## src/rtl/mem_arb_pkg.sv

```systemverilog
// Shared types for the unified memory port arbiter.
// State encoding and requester identities.
package mem_arb_pkg;

    typedef enum logic [1:0] {
        IDLE,
        ACCESS,
        RESP
    } arb_state_t;

    typedef enum logic {
        OWN_IF,
        OWN_D
    } owner_t;

endpackage

```

## src/rtl/mem_port_arbiter_rr.sv

```systemverilog
// Two-request round-robin grant logic.
// Bit 0 is instruction fetch, bit 1 is the data path.
module rr_arbiter2
    import mem_arb_pkg::*;
(
    input  logic [1:0] req,
    input  owner_t     last_owner,
    input  logic       enable,
    output logic [1:0] gnt
);

    always_comb begin
        gnt = 2'b00;
        if (enable) begin
            if (req == 2'b11) begin
                // A tie goes to whoever did not own the port last.
                gnt = (last_owner == OWN_D) ? 2'b01 : 2'b10;
            end else begin
                gnt = req;
            end
        end
    end

endmodule

```

## src/rtl/mem_port_arbiter.sv

```systemverilog
// Unified memory port shared by fetch and load/store.
// Round-robin grant, fixed-latency access, registered response.
module mem_port_arbiter
    import mem_arb_pkg::*;
#(
    parameter int ADDR_W  = 64,
    parameter int DATA_W  = 64,
    parameter int MEM_LAT = 2
) (
    input  logic              clk,
    input  logic              reset,
    input  logic              if_req,
    input  logic [ADDR_W-1:0] if_addr,
    output logic              if_gnt,
    output logic              if_done,
    output logic [DATA_W-1:0] if_rdata,
    input  logic              d_req,
    input  logic              d_we,
    input  logic [ADDR_W-1:0] d_addr,
    input  logic [DATA_W-1:0] d_wdata,
    output logic              d_gnt,
    output logic              d_done,
    output logic [DATA_W-1:0] d_rdata,
    output logic [ADDR_W-1:0] mem_addr,
    output logic [DATA_W-1:0] mem_wdata,
    output logic              mem_we,
    input  logic [DATA_W-1:0] mem_rdata,
    output logic              busy
);

    localparam int CNT_W = $clog2(MEM_LAT + 1);
    localparam logic [CNT_W-1:0] CNT_LAST =
        CNT_W'(MEM_LAT - 1);

    arb_state_t        state_q, state_d;
    logic [CNT_W-1:0]  cnt_q, cnt_d;
    owner_t            owner_q, owner_d;
    owner_t            last_q, last_d;
    logic              we_q, we_d;
    logic              mem_we_q, mem_we_d;
    logic [ADDR_W-1:0] addr_q, addr_d;
    logic [DATA_W-1:0] wdata_q, wdata_d;
    logic [DATA_W-1:0] if_rdata_q, if_rdata_d;
    logic [DATA_W-1:0] d_rdata_q, d_rdata_d;
    logic              if_done_q, if_done_d;
    logic              d_done_q, d_done_d;
    logic [1:0]        gnt;
    logic              grant_en;

    // No grant while reset is held: it would be lost.
    assign grant_en = !reset &&
                      ((state_q == IDLE) || (state_q == RESP));

    rr_arbiter2 u_rr (
        .req        ({d_req, if_req}),
        .last_owner (last_q),
        .enable     (grant_en),
        .gnt        (gnt)
    );

    always_comb begin
        state_d    = state_q;
        cnt_d      = cnt_q;
        owner_d    = owner_q;
        last_d     = last_q;
        we_d       = we_q;
        addr_d     = addr_q;
        wdata_d    = wdata_q;
        if_rdata_d = if_rdata_q;
        d_rdata_d  = d_rdata_q;
        mem_we_d   = 1'b0;
        if_done_d  = 1'b0;
        d_done_d   = 1'b0;
        unique case (state_q)
            IDLE, RESP: begin
                if (gnt[1]) begin
                    state_d  = ACCESS;
                    cnt_d    = '0;
                    owner_d  = OWN_D;
                    last_d   = OWN_D;
                    addr_d   = d_addr;
                    we_d     = d_we;
                    wdata_d  = d_wdata;
                    mem_we_d = d_we;
                end else if (gnt[0]) begin
                    state_d  = ACCESS;
                    cnt_d    = '0;
                    owner_d  = OWN_IF;
                    last_d   = OWN_IF;
                    addr_d   = if_addr;
                    we_d     = 1'b0;
                end else begin
                    state_d  = IDLE;
                end
            end
            ACCESS: begin
                if (cnt_q == CNT_LAST) begin
                    state_d = RESP;
                    if (!we_q) begin
                        if (owner_q == OWN_D) begin
                            d_rdata_d = mem_rdata;
                        end else begin
                            if_rdata_d = mem_rdata;
                        end
                    end
                    if_done_d = (owner_q == OWN_IF);
                    d_done_d  = (owner_q == OWN_D);
                end else begin
                    cnt_d = cnt_q + 1'b1;
                end
            end
            default: begin
                state_d = IDLE;
            end
        endcase
    end

    always_ff @(posedge clk) begin
        if (reset) begin
            state_q    <= IDLE;
            cnt_q      <= '0;
            owner_q    <= OWN_IF;
            last_q     <= OWN_D;
            we_q       <= 1'b0;
            mem_we_q   <= 1'b0;
            addr_q     <= '0;
            wdata_q    <= '0;
            if_rdata_q <= '0;
            d_rdata_q  <= '0;
            if_done_q  <= 1'b0;
            d_done_q   <= 1'b0;
        end else begin
            state_q    <= state_d;
            cnt_q      <= cnt_d;
            owner_q    <= owner_d;
            last_q     <= last_d;
            we_q       <= we_d;
            mem_we_q   <= mem_we_d;
            addr_q     <= addr_d;
            wdata_q    <= wdata_d;
            if_rdata_q <= if_rdata_d;
            d_rdata_q  <= d_rdata_d;
            if_done_q  <= if_done_d;
            d_done_q   <= d_done_d;
        end
    end

    assign if_gnt    = gnt[0];
    assign d_gnt     = gnt[1];
    assign if_done   = if_done_q;
    assign d_done    = d_done_q;
    assign if_rdata  = if_rdata_q;
    assign d_rdata   = d_rdata_q;
    assign mem_addr  = addr_q;
    assign mem_wdata = wdata_q;
    assign mem_we    = mem_we_q;
    assign busy      = (state_q != IDLE);

endmodule

```

## config.mk

```make
export PLATFORM = sky130hd
export DESIGN_NAME = mem_port_arbiter
export DESIGN_NICKNAME = d
export VERILOG_FILES = /design/src/rtl/mem_arb_pkg.sv /design/src/rtl/mem_port_arbiter_rr.sv /design/src/rtl/mem_port_arbiter.sv
export SDC_FILE = /design/constraint.sdc
export NUM_CORES = 1
export LEC_CHECK = 0
export ABC_AREA = 0
export CAP_MARGIN = 20
export CORE_AREA = 8 8 196 198
export DETAILED_ROUTE_END_ITERATION = 8
export DIE_AREA = 0 0 204 206
export SLEW_MARGIN = 20
export SYNTH_ARGS = -nofsm -noshare
export SYNTH_HDL_FRONTEND = slang
export SYNTH_HIERARCHICAL = 1
export SYNTH_SLANG_ARGS = --single-unit
```

## constraint.sdc

```tcl
create_clock -name clk -period 2.75 [get_ports clk]
set_input_delay 0.4125 -clock clk [delete_from_list [all_inputs] [get_ports clk]]
set_output_delay 0.4125 -clock clk [all_outputs]
set_load 0.05 [all_outputs]
```

==> out/qor.yml, run 1 <==
setup_path:
  startpoint_type: "register"
  crit_chain: "buf_4, or2_2, clkdlybuf4s50_1"
  cpMaxStageDelayCell: "clkdlybuf4s50_1"
  arrival_ns: 2.12
  worstSetupPathType: "register to output pin"
  cp_slowest_stage_delay_ns: 0.82
  crit_required_ns: 2.34
  crit_fanout: 7
  worst_setup_path_end_kind: "output pin"
sta:
  rsz0062_at_grt: "no"
  setup_viol: 0
  finalClockSkew_ns: 0.02143
  period_share_pct: 92.21
  final_hold_viol_count: 0
  holdWs_ns: 0.2182
  max_freq_ghz: 0.3943
  worst_pin_slew_ns: 1.252
  fin_setup_tns_ns: 0
  slew_violations: 0
  setup_slack_ns: 0.2141
  slew_headroom_pct: 16.55
  min_period_ns: 2.536
global_route:
  busiest_layer: "met2"
  grt_pass1_wl_um: 55910
  grt_pass1_vias: 9119
  overflow: 0
  met3_usage_pct: 6.803
  grt_max_degree: 265
  antenna_found_initial: 7
  met1_usage_pct: 18.89
  grtUsageMet2_pct: 29.26
  track_usage_pct: 16.90
layout:
  final_common_cell: "clkdlybuf4s50_1"
  final_cells: 1937
  fin_area_mm2: 0.01701
  final_cell_mix: "519 x clkdlybuf4s50_1, 266 x dfxtp_1, 193 x nand2b_1, 192 x mux2i_1, 68 x nor2_1"
  final_util_pct: 48.28
  area_delta_synth_final_pct: 63.45
  drive_gt1_share_pct: 5.231
  num-nets-final: 1711
cts:
  htree_levels: 1
  clk_latency_ns: 0.56
  clock_path_buffers: 3
  clockRootBuffer: "clkbuf_16"
  numClockSinks: 266
  post_cts_buffers: 0
  cts_buffers: 30
  clk_pin_slew_ns: 0.06
  cts_tree: "yes"
  cts.repair.resized: 0
  ctsHoldBuffers: 0
synth:
  ys.flop_type: "dfxtp_1"
  synth.ff_latch_count: 266
  synth_edf_count: 0
  yosysTopAreaCell: "dfxtp_1"
  yosysSeqAreaShare_pct: 51.18
  avgSynthCellArea_um2: 10.87
  synth_warnings: 6
  ys_top_cells_by_area: "dfxtp_1 51%, mux2i_1 18%, nand2b_1 12%"
  synth_cell_types: 27
  netlist_area_mm2: 0.01040
  netlist_instances: 957
  synth_top_area_share_pct: 51.18
  syn_nets: 1219
  synth-async-reset-ratio_pct: 0
placed_design:
  dpl_cell_area_mm2: 0.01600
  port_buffers: 522
  place_ws_ns: 0.2350
  dp.cells: 1878
  gp_congestion: 0.7820
  dp_hpwl_um: 28810
die:
  io_pins: 523
  fp-row-count: 69
  core_mm2: 0.03522
  initial_core_util_pct: 29.54
  die_h_um: 206
  die_area_mm2: 0.04202
  die_x_um: 204
hold_path:
  hp-class: "input port to register"
outcome:
  status: "finished clean"
pwr:
  switching_share_pct: 28.14
  seqPwrFrac_pct: 40.6
  net-switching-power_mw: 2.870
  total_power_mw: 10.20
  p_clk_share_pct: 39.2
  internal_power_mw: 7.329
  cellPowerDensity_mw_per_mm2: 599.8
  ir_drop_mv: 0.4834
  leakage_nw: 6.403
  comb_power_share_pct: 20.2
routing:
  drt-total-wl_um: 38040
  dr.pass1.iters: 6
  dr.first_iter.drc_count: 276
  vias: 8631
  viasPerCell: 4.456
  final_antenna_net_count: 0
  wl_per_cell_um: 19.64
  remaining_drc_errors: 0
flow_run:
  maxCapViolations: 0
[registers in the layout, summed over array words and instances (netlist names)]
name / count
cnt_q: 2
d_done: 1
d_rdata: 64
if_done: 1
if_rdata: 64
last_q: 1
mem_addr: 64
mem_wdata: 64
mem_we: 1
owner_q: 1
state_q: 2
we_q: 1
[layout make-up]
class                   count  area [um2]
multi-input cells         610        4649
well taps                 461       576.8
repair buffers            539        5436
clock buffers              51       939.7
diodes                      4       10.01
clock inverters             4       60.06
fillers                  3283       18220
flip-flops and latches    266        5325
inverters                   2       7.507
[synth_stat cells, types with 3 or more instances]
| master | instances |
|---|---|
| mux2i_1 | 192 |
| buf_4 | 5 |
| nor2_1 | 69 |
| a21oi_1 | 6 |
| or2_2 | 3 |
| a22o_1 | 64 |
| buf_2 | 27 |
| clkbuf_1 | 38 |
| dfxtp_1 | 266 |
| buf_12 | 7 |
| a211oi_1 | 64 |
| nand2_1 | 4 |
| nand2b_1 | 193 |
[power by group through the flow]
stage	logic (mW)	clock network, mW	registers (mW)
final	2.06	4.00	4.14
after global routing	2.17	4.30	4.16
after CTS	2.08	4.13	4.14
after detailed placement	2.07	0	4.22
after global placement	2.07	0	4.22
after floorplan	0.547	0	4.82
[final timing paths]
| check | startpoint | slack (ns) | depth (start not counted) | end |
|---|---|---|---|---|
| worst max register to register | cnt_q[1] | 0.70 | 6 | d_rdata[41] |
| worst min-delay path | reset | 0.22 | 3 | last_q |
| worst min register to register | if_rdata[12] | 0.47 | 2 | if_rdata[12] |
| worst max-delay path | state_q[0] | 0.21 | 3 | busy |
[critical path: cells and delay by family, from the launching register on]
family                 cells  cell delay, ns
AND/OR/NAND/NOR            1            0.26
buffers and inverters      2            0.97
flip-flops                 1            0.31
[logic make-up after synthesis]
group           count (synthesis)  share of synthesized area (%)
fa+ha+maj                       1                         0.1202
flops                         266                          51.18
compound gates                137                          10.54
mux                           192                          18.47
buf+inv                        81                          4.522
simple gates                  280                          15.17
[layer usage]
layer,vias up,share of wire (%)
li1,4317,-
met1,3916,40
met2,332,48
met3,58,9.4
met4,8,2.4
met5,-,0.14
Power figures use the tool's default switching activity.
==> run 2, diff against run 1 <==
- PLACE_DENSITY: not set -> 0.61
==> run 2 against run 1 <==
  * Fmax is 1.1% higher
  * Critical path type unchanged
  * Cell area is 0.58% lower
  * Largest power group unchanged
  * Clock power is 3% lower
==> out/qor.yml, run 2 (synthesized netlist as in run 1, its figures left out) <==
placed_design:
  place_ws_ns: 0.1402
  dp_hpwl_um: 28260
  dp.cells: 1876
  gp_congestion: 0.7811
  port_buffers: 522
  dpl_cell_area_mm2: 0.01597
cts:
  clock_path_buffers: 3
  clockRootBuffer: "clkbuf_16"
  post_cts_buffers: 0
  cts_tree: "yes"
  cts_buffers: 30
  numClockSinks: 266
  cts.repair.resized: 0
  clk_latency_ns: 0.54
  clk_pin_slew_ns: 0.06
  htree_levels: 1
  ctsHoldBuffers: 0
die:
  io_pins: 523
  fp-row-count: 69
  core_mm2: 0.03522
  die_area_mm2: 0.04202
  initial_core_util_pct: 29.54
  die_x_um: 204
  die_h_um: 206
routing:
  vias: 8598
  dr.first_iter.drc_count: 229
  final_antenna_net_count: 0
  drt-total-wl_um: 37200
  remaining_drc_errors: 0
  viasPerCell: 4.466
  dr.pass1.iters: 4
  wl_per_cell_um: 19.32
sta:
  worst_pin_slew_ns: 1.109
  rsz0062_at_grt: "no"
  fin_setup_tns_ns: 0
  slew_headroom_pct: 26.04
  min_period_ns: 2.508
  slew_violations: 0
  final_hold_viol_count: 0
  holdWs_ns: 0.2844
  finalClockSkew_ns: 0.007969
  max_freq_ghz: 0.3987
  period_share_pct: 91.20
  setup_viol: 0
  setup_slack_ns: 0.2420
layout:
  n_antenna_cell: 0
  num-fill-cells: 3321
  area_delta_synth_final_pct: 62.50
  drive_gt1_share_pct: 4.713
  final_util_pct: 48.00
  final_cells: 1925
  final_common_cell: "clkdlybuf4s50_1"
  fin_area_mm2: 0.01691
  final_cell_mix: "519 x clkdlybuf4s50_1, 266 x dfxtp_1, 193 x nand2b_1, 192 x mux2i_1, 68 x nor2_1"
  num-nets-final: 1709
global_route:
  grt_pass1_wl_um: 54340
  grt_max_degree: 265
  overflow: 0
  grt_pass1_vias: 8953
  antenna_found_initial: 4
  track_usage_pct: 16.46
pwr:
  leakage_nw: 6.354
  total_power_mw: 10.05
  ir_drop_mv: 0.3917
  cellPowerDensity_mw_per_mm2: 594.5
setup_path:
  crit_fanout: 7
  crit_required_ns: 2.34
  worstSetupPathType: "register to output pin"
  worst_setup_path_end_kind: "output pin"
  crit_chain: "buf_4, or2_2, clkdlybuf4s50_1"
  cpMaxStageDelayCell: "clkdlybuf4s50_1"
  startpoint_type: "register"
  startpoint: "state_q[0]"
  critPathTopFamily: "buffers and inverters"
  reg2reg_from: "state_q[0]"
  cp_slowest_stage_delay_ns: 0.81
  r2r_setup_slack_ns: 0.59
  crit_buf_inv: 2
  arrival_ns: 2.10
hold_path:
  hp-start: "reset"
  hp-class: "input port to register"
outcome:
  status: "finished clean"
flow_run:
  maxCapViolations: 0
==> run 2: changes by cell type in the layout (fill, tap and decap cells not counted), sizes merged <==
cell,previous run,this run
buf,20,18
diode,4,0
bufinv,1,2
clkbuf,51,45
inv,3,2
==> run 2: final cells by class <==
class,instances,area [um2],share of cell area (%)
tap,461,576.8,3.412
clock inverter,4,70.07,0.4144
sequential,266,5325,31.50
clock buffer,45,868.3,5.136
multi-input combinational,610,4649,27.50
timing repair buffer,537,5409,31.99
inverter,2,7.507,0.04441
==> run 2: metal layers <==
metal / track usage (%) / vias up / part of all wire [%]
li1: - / 4308 / -
met4: 4.474 / 6 / 2.3
met3: 7.241 / 56 / 10
met5: 0 / - / 0.11
met2: 28.74 / 348 / 48
met1: 18.01 / 3880 / 39
==> run 2: tightest hold or removal path, delay by kind of cell <==
family / cells / cell delay [ns]
buffers and inverters: 1 / 0.10
and+or+nand+nor: 2 / 0.28
==> run 2: worst paths after layout <==
check | to | depth (start not counted)
worst max-delay path | busy | 3
worst min-delay path | last_q | 3
worst max register to register | mem_wdata[5] | 7
worst min register to register | if_rdata[22] | 2
==> run 2: power breakdown <==
group	switching [mW]	internal (mW)	leakage, nW	total [mW]
sequential	0.0967	4.04	2.16	4.14
clock	1.53	2.33	0.459	3.86
combinational	1.16	0.890	3.74	2.05
total	2.79	7.26	6.35	10.1
==> run 3, diff against run 2 <==
- CORE_AREA: 8 8 196 198 -> 8 8 200 202
- CTS_BUF_LIST: not set -> sky130_fd_sc_hd__clkbuf_2
- DIE_AREA: 0 0 204 206 -> 0 0 208 210
- PLACE_DENSITY: 0.61 -> 0.59
==> run 3 against run 2 <==
  * Non-clock buffer count up 121
  * Total power down 8.8%
  * Sequential power about the same
  * Largest power group unchanged
  * Cell area up 5.9%
  * Critical path type unchanged
==> out/qor.yml, run 3 (synthesized netlist as in run 1, its figures left out) <==
sta:
  worst_pin_slew_ns: 1.179
  slew_headroom_pct: 21.40
  period_share_pct: 93.16
  min_period_ns: 2.562
  max_freq_ghz: 0.3903
  slew_violations: 0
  setup_slack_ns: 0.1881
  holdWs_ns: 0.1786
  final_hold_viol_count: 0
  rsz0062_at_grt: "no"
  setup_viol: 0
  finalClockSkew_ns: 0.04429
  fin_setup_tns_ns: 0
die:
  die_x_um: 208
  die_area_mm2: 0.04368
  io_pins: 523
  initial_core_util_pct: 28.15
  die_h_um: 210
  fp-row-count: 71
  core_mm2: 0.03696
global_route:
  antenna_found_initial: 5
  grt_max_degree: 266
  overflow: 0
  track_usage_pct: 17.46
  grt_pass1_wl_um: 59870
  grt_pass1_vias: 10140
setup_path:
  crit_chain: "clkdlybuf4s50_1"
  startpoint_type: "register"
  worst_setup_path_end_kind: "output pin"
  cpMaxStageDelayCell: "clkdlybuf4s50_1"
  crit_fanout: 2
  startpoint: "mem_wdata[34]"
  reg2reg_from: "state_q[0]"
  crit_required_ns: 2.34
  crit_buf_inv: 1
  worstSetupPathType: "register to output pin"
  arrival_ns: 2.15
  critPathTopFamily: "buffers and inverters"
  cp_slowest_stage_delay_ns: 0.86
  r2r_setup_slack_ns: 0.33
layout:
  fin_area_mm2: 0.01791
  num-nets-final: 1873
  final_common_cell: "clkdlybuf4s50_1"
  area_delta_synth_final_pct: 72.13
  final_cell_mix: "516 x clkdlybuf4s50_1, 266 x dfxtp_1, 193 x nand2b_1, 192 x mux2i_1, 120 x dlygate4sd3_1"
  drive_gt1_share_pct: 8.535
pwr:
  p_clk_share_pct: 30.5
  total_power_mw: 9.167
  leakage_nw: 6.944
  cellPowerDensity_mw_per_mm2: 511.9
  ir_drop_mv: 0.2420
  switching_share_pct: 32.20
  net-switching-power_mw: 2.952
  internal_power_mw: 6.215
  comb_power_share_pct: 24.4
  seqPwrFrac_pct: 45.1
placed_design:
  port_buffers: 522
  dp_hpwl_um: 27940
  dpl_cell_area_mm2: 0.01600
  place_ws_ns: 0.2969
  gp_congestion: 0.7831
routing:
  wl_per_cell_um: 18.66
  vias: 9425
  dr.first_iter.drc_count: 335
  drt-total-wl_um: 39730
  dr.pass1.iters: 4
  final_antenna_net_count: 0
  viasPerCell: 4.427
  remaining_drc_errors: 0
cts:
  cts_buffers: 73
  clock_path_buffers: 3
  cts_tree: "yes"
  clockRootBuffer: "clkbuf_2"
  numClockSinks: 266
  clk_pin_slew_ns: 0.11
  htree_levels: 3
  clk_latency_ns: 0.87
flow_run:
  maxCapViolations: 0
hold_path:
  hp-class: "input port to register"
  hp-start: "mem_rdata[27]"
outcome:
  status: "finished clean"
[run 3: cell count changes in the layout (fill, tap and decap cells not counted), moves of 4 or more]
cell and change:
dlygate4sd3_1 +120, clkinv_1 +7, clkbuf_1 -10, clkbuf_8 -4, clkbuf_2 +101, clkbuf_16 -31
[run 3: metal layers]
| layer | global-route usage, % | vias to the layer above | routed length (um) |
|---|---|---|---|
| li1 | - | 4662 | - |
| met1 | 19.10 | 4325 | 15990 |
| met2 | 30.16 | 380 | 19460 |
| met3 | 6.877 | 54 | 3290 |
| met4 | 7.000 | 4 | 964 |
| met5 | 0 | - | 24 |
[run 3: power groups by stage]
stage,clock network [mW],registers (mW),logic (mW)
2_1_floorplan,0,4.82,0.547
3_3_place_gp,0,4.21,2.08
5_1_grt,3.18,4.16,2.36
6_report,2.79,4.13,2.24
3_5_place_dp,0,4.22,2.08
4_1_cts,2.97,4.13,2.25
[run 3: layout make-up]
class                   count  area (um2)
flip-flops and latches    266        5325
inverters                   2       7.507
clock buffers             101       505.5
diodes                      3       7.507
fillers                  3491       19050
well taps                 474       593.1
multi-input cells         610        4649
repair buffers            658        6704
clock inverters            15       116.4
[run 3: what timing repair did]
item | 4_1_cts | 5_1_grt
cloned | 2 | 0
resized for setup | 1 | 1
setup endpoints to repair | 2 | 1
hold buffers | 120 | 0
hold endpoints to repair | 164 | 0
buffers inserted | 1 | 0
[run 3: worst paths after layout]
check | end | cells past startpoint
max reg2reg | mem_addr[30] | 8
min | d_rdata[27] | 3
min reg2reg | if_rdata[56] | 2
max | mem_wdata[34] | 1
[run 3: through the flow]
stage               instances  util, %
floorplan                 957        -
global placement         1887    43.31
detailed placement       1887    43.31
CTS                      2126    48.43
global route             2129    48.46
finish                   2129    48.46
==> edit 1 (config.mk and constraints of run 3) <==
Re-encode `arb_state_t` (3 states) as one-hot, 3 bits wide.
--- a/src/rtl/mem_arb_pkg.sv
+++ b/src/rtl/mem_arb_pkg.sv
@@ -3,8 +3,8 @@
 package mem_arb_pkg;
 
-    typedef enum logic [1:0] {
-        IDLE,
-        ACCESS,
-        RESP
+    typedef enum logic [2:0] {
+        IDLE   = 3'b001,
+        ACCESS = 3'b010,
+        RESP   = 3'b100
     } arb_state_t;
 
Check against the original RTL: same outputs for any inputs over 4 cycles, from zero or initial values and one cycle with reset high; so few cycles prove little.
==> edit 1 against run 3 <==
  * Sequential cell count is 1 higher
  * Sequential share of layout area down 0.34 points
  * Final area grew 1.6%
  * Routed wire length is 3.0% higher
  * Area after synthesis increased by 1.2%
  * Total power up 6.3%
  * Fmax increased by 0.63%
  * Worst setup slack improved by 0.016 ns
  * Hold slack got worse by 0.013 ns
  * Global-route usage rose by 0.55 points
  * Critical endpoint is now mem_addr[39]
  * Largest power group unchanged
  * Highest routed layer unchanged
==> edit 1: results (changes against run 3) <==
status: "complete, no violations"  # unchanged
ys.flop_type: "dfxtp_1"  # unchanged
antenna_found_initial: 4  # was 5
grtUsageMet3_pct: 7.070  # was 6.877%
clk_latency_ns: 0.88
power_leakage_nw: 6.985  # was 6.944 nW
grt_pass1_wl_um: 62270  # was 59870 um
critPathLaunch: "mem_addr[39]"  # was mem_wdata[34]
first_pass_iters: 4  # unchanged
cts_buffer_depth: 3  # unchanged
async_flop_share_pct: 0  # unchanged
min_path_type: "in -> reg"  # unchanged
drive_above_1_share_pct: 9.683  # was 8.535%
fin_hold_ws_ns: 0.1652  # was 0.1786 ns
ys.warnings.count: 6  # unchanged
regToRegSetupSlack_ns: 0.51  # was 0.33 ns
critPathMaxStageDelay_ns: 0.89  # was 0.86 ns
synth-compound-area-share_pct: 13.88  # was 10.54%
synth_nets: 1234  # was 1219
synthMuxAreaShare_pct: 18.26  # was 18.47%
cpLargestDelayFamily: "buffers and inverters"  # unchanged
grt_pass1_vias: 10554  # was 10139
seq_area_frac_synth_pct: 50.77  # was 51.18%
synth_common_cells: "267 x dfxtp_1, 193 x nand2b_1, 192 x mux2i_1, 68 x a21oi_1, 65 x a22o_1"  # was 266 x dfxtp_1, 193 x nand2b_1, 192 x mux2i_1, 69 x nor2_1
numPortBuffers: 522  # unchanged
cts_root_buf: "clkbuf_2"  # unchanged
dp_hpwl_um: 28170  # was 27940 um
switching_power_mw: 3.152  # was 2.952 mW
slowest_stage: "clkdlybuf4s50_1"  # unchanged
vias: 9763  # was 9425
max_cap_viol_count: 0  # unchanged
grt_max_degree: 265  # was 266
nets: 1876  # was 1873
drt_iter0_markers: 393  # was 335
place_congestion: 0.7873  # was 0.7831
cp_max_fo: 2  # unchanged
use_met1_pct: 20.28  # was 19.10%
synth-xor-area-share_pct: 0.1664  # was 0%
route.detailed.drc: 0  # unchanged
cts.clk_slew.worst_paths_ns: 0.11  # about the same
ir_worst_vdd_uv: 318.6  # was 242.0 uV
hp-start: "mem_rdata[61]"  # was mem_rdata[27]
crit_arrival_ns: 2.13  # was 2.15 ns
wl_per_cell_um: 19.04  # was 18.66 um
grt.total_usage_pct: 18.01  # was 17.46%
htreeDepth: 3  # unchanged
post_dp_cell_area_sq_um: 16300  # was 16000 sq um
yosys.area_share.adder_pct: 0.2377  # was 0.1203%
cts_inserted_buffers: 75  # was 73
r2r-start: "state_q[1]"  # was state_q[0]
yosysUniqueCellTypes: 34  # was 27
clock_skew_ns: 0.06110  # was 0.04429 ns
worst_slew_pin_slew_ns: 1.013  # was 1.179 ns
grt.met2_usage_pct: 29.99  # was 30.16%
synth_area_leaders: "dfxtp_1 51%, mux2i_1 18%, nand2b_1 11%, a22o_1 5.4%, a211oi_1 4.6%"  # was dfxtp_1 51%, mux2i_1 18%, nand2b_1 12%, a22o_1 5.4%, a211oi_1 4.6%
edit 1: changes by cell type after synthesis, sizes merged, moves of 3 or more:
cell	run 3	this run
buf	41	25
a31oi	0	3
a21oi	6	68
or2	3	0
clkbuf	38	60
nor2	69	1
edit 1: kinds of logic after synthesis:
kind of cell / count (synthesis)
and+or+nand+nor: 213
DFF: 267
xor gates and xnor gates: 2
buffers and inverters: 88
AOI/OAI and AO/OA: 207
muxes: 192
adders and majority gates: 2
edit 1: cell type report:
type                       count  area [sq um]
inverter                       3         11.26
clock inverter                21         196.4
sequential                   267          5350
antenna                        3         7.507
tap                          474         593.1
clock buffer                 116         580.6
timing repair buffer         650          6610
fill                        3413         18750
multi-input combinational    616          4855
edit 1: final timing paths:
| check | to | cells after the start |
|---|---|---|
| hold reg to reg | if_rdata[35] | 2 |
| setup / recovery | mem_addr[39] | 1 |
| hold / removal | if_rdata[61] | 3 |
| setup reg to reg | if_rdata[9] | 4 |
edit 1: through the flow:
step	std cells	util, %	setup WS, ns
global placement	1901	44.10	0.4807
finish	2150	49.26	0.2042
floorplan	971	-	0.08440
CTS	2147	49.23	0.02022
detailed placement	1901	44.10	0.4442
global route	2149	49.25	0.01299
edit 1: timing repair:
action | CTS | global route
setup buffers | 2 | 0
hold buffers | 106 | 0
hold endpoints to repair | 134 | 0
setup endpoints to repair | 2 | 1
resized for setup | 4 | 1
cloned | 1 | 0
edit 1: routing by layer:
metal | routed length [um] | up-vias
li1 | - | 4785
met1 | 16830 | 4503
met2 | 19380 | 406
met3 | 3418 | 67
met4 | 1300 | 2
met5 | 13 | -
edit 1: power by group through the flow:
stage | combinational [mW] | sequential (mW) | clock [mW]
2_1_floorplan | 0.604 | 4.85 | 0
3_3_place_gp | 2.20 | 4.24 | 0
3_5_place_dp | 2.21 | 4.24 | 0
4_1_cts | 2.36 | 4.16 | 3.40
5_1_grt | 2.47 | 4.19 | 3.63
6_report | 2.35 | 4.16 | 3.24
==> edit 2 (config.mk and constraints of run 3) <==
Made on the original files. `DATA_W`: 64 -> 68.
--- a/src/rtl/mem_port_arbiter.sv
+++ b/src/rtl/mem_port_arbiter.sv
@@ -5,5 +5,5 @@
 #(
     parameter int ADDR_W  = 64,
-    parameter int DATA_W  = 64,
+    parameter int DATA_W  = 68,
     parameter int MEM_LAT = 2
 ) (
Interface: changed (5 resized); port bits go from 523 to 543. No check against the original RTL was run, so the function may have changed too.
==> edit 2 against run 3 <==
  * Total power grew 9.2%
  * First-iteration DRC count grew 12%
  * Routed wire length grew 9.8%
  * Die area is the same
  * Worst setup slack gained 0.0083 ns
  * Final area grew 9.3%
  * Area after synthesis grew 3.2%
  * Sequential cell count grew 12
  * Combinational power grew 7%
  * Largest cell class unchanged
  * Highest routed layer is now met4
==> edit 2: results (changes against run 3) <==
status: "complete, no violations"  # unchanged
dp_hpwl_um: 29600  # was 27940 um
post-place-ws_ns: 0.3987  # was 0.2969 ns
ir_worst_vdd_uv: 318.1  # was 242.0 uV
met1_length_um: 17020  # was 15990 um
antenna_found_initial: 2  # was 5
grt.total_usage_pct: 19.20  # was 17.46%
grt_max_degree: 278  # was 266
slowest_stage: "clkdlybuf4s50_1"  # unchanged
cpLargestDelayFamily: "buffers and inverters"  # unchanged
yosysUniqueCellTypes: 28  # was 27
drive_above_1_share_pct: 9.006  # was 8.535%
worst_slew_pin_slew_ns: 1.286  # was 1.179 ns
endpoint: "mem_wdata[57]"  # was mem_wdata[34]
synth_nets: 1267  # was 1219
crit_arrival_ns: 2.14
grt_pass1_vias: 11264  # was 10139
finalCritPeriodShare_pct: 92.86  # was 93.16%
htreeDepth: 3  # unchanged
via_per_inst: 4.488  # was 4.427
cts.clk_slew.worst_paths_ns: 0.10
nets: 2029  # was 1873
critPathMaxStageDelay_ns: 0.84  # was 0.86 ns
power_leakage_nw: 7.650  # was 6.944 nW
numPortBuffers: 542  # was 522
drt_iter0_markers: 376  # was 335
final_cells: 2297  # was 2129
first_pass_iters: 4  # unchanged
ys.warnings.count: 6  # unchanged
syn-instance-count: 997  # was 957
grt_pass1_wl_um: 66120  # was 59870 um
critPathLaunch: "mem_wdata[57]"  # was mem_wdata[34]
met3WireLength_um: 3475  # was 3290 um
cp_max_fo: 2  # unchanged
cts_root_buf: "clkbuf_2"  # unchanged
switching_share_pct: 32.34  # was 32.20%
place_congestion: 0.7974  # was 0.7831
cts_inserted_buffers: 78  # was 73
async_flop_share_pct: 0  # unchanged
post_dp_cell_area_sq_um: 16680  # was 16000 sq um
synth_common_cells: "278 x dfxtp_1, 205 x nand2b_1, 200 x mux2i_1, 69 x nor2_1, 68 x a22o_1"  # was 266 x dfxtp_1, 193 x nand2b_1, 192 x mux2i_1, 69 x nor2_1
r2r_end: "mem_addr[30]"  # unchanged
dr_wl_met2_um: 21380  # was 19460 um
seq_area_frac_synth_pct: 51.82  # was 51.18%
regToRegSetupSlack_ns: 0.27  # was 0.33 ns
dp.cells: 1945  # was 1887
cts_buffer_depth: 3  # unchanged
min_path_type: "in -> reg"  # unchanged
totalWireLength_um: 43640  # was 39730 um
clock_skew_ns: 0.04851  # was 0.04429 ns
r2r_cells: 9  # was 8
clk_latency_ns: 0.92  # was 0.87 ns
r2r-start: "state_q[0]"  # unchanged
synth_area_leaders: "dfxtp_1 52%, mux2i_1 19%, nand2b_1 12%, a22o_1 5.5%, a211oi_1 4.5%"  # was dfxtp_1 51%, mux2i_1 18%, nand2b_1 12%, a22o_1 5.4%, a211oi_1 4.6%
maxUsedRoutingLayer: "met4"  # was met5
-- edit 2: cell count changes after synthesis, sizes merged --
cell	change
clkbuf	+18
buf	-14
dfxtp	+12
nand2b	+12
mux2i	+8
a22o	+4
-- edit 2: worst register-to-register path, delay by kind of cell, from the launching register on --
family	cells	cell delay, ns
buffers and inverters	4	1.19
flip-flops	1	0.40
AND/OR/NAND/NOR	2	0.27
AO/OA/AOI/OAI	2	0.25
multiplexers	1	0.22
-- edit 2: layout make-up --
type,count,area [sq um]
fillers,3333,17390
well taps,474,593.1
multi-input cells,634,4853
clock buffers,117,585.6
repair buffers,765,7765
clock inverters,25,193.9
inverters,2,7.507
flip-flops and latches,278,5565
diodes,2,5.005
-- edit 2: metrics by stage --
step | power (mW) | utilization, % | hold slack, ns
after global placement | 6.526 | 45.13 | 0.4564
after floorplan | 5.577 | - | 0.4479
final | 10.01 | 52.95 | 0.1744
after global routing | 10.58 | 52.95 | 0.05420
after detailed placement | 6.534 | 45.13 | 0.4599
after CTS | 10.20 | 52.83 | 0.0003864
-- edit 2: what timing repair did --
item,in CTS,in global routing
gates resized for setup,9,0
hold endpoints to repair,232,0
hold buffers,203,0
gates cloned,1,1
setup buffers,1,2
setup endpoints to repair,8,1
-- edit 2: cells by family (layout without fill, tap and decap cells) --
logic type                 count (synthesis)  after routing  share of synthesized area, %
and+or+nand+nor                          292            292                         15.41
DFF                                      278            278                         51.82
muxes                                    200            200                         18.64
AOI/OAI and AO/OA                        141            141                         10.53
buffers and inverters                     85            909                         3.483
adders and majority gates                  1              1                        0.1165
other                                      0              2                             0
-- edit 2: worst min-delay path by stage --
stage              endpoint           from  depth (start not counted)
2_1_floorplan      cnt_q[1]       cnt_q[1]                          2
3_3_place_gp       cnt_q[1]       cnt_q[1]                          2
3_5_place_dp       cnt_q[1]       cnt_q[1]                          2
4_1_cts        mem_addr[48]     d_addr[48]                          3
5_1_grt         d_rdata[42]  mem_rdata[42]                          3
6_report        d_rdata[42]  mem_rdata[42]                          3
-- edit 2: power by group through the flow --
stage	Clock [mW]	Combinational, mW	Sequential, mW
after CTS	3.48	2.40	4.32
after detailed placement	0	2.13	4.41
after global routing	3.71	2.53	4.35
final	3.28	2.40	4.32
after global placement	0	2.12	4.40
after floorplan	0	0.559	5.02
-- edit 2: per-layer routing --
metal | vias to the layer above | global-route usage [%]
met5 | - | 0
met1 | 4758 | 20.35
li1 | 5041 | -
met4 | 0 | 9.887
met3 | 93 | 7.263
met2 | 418 | 33.22
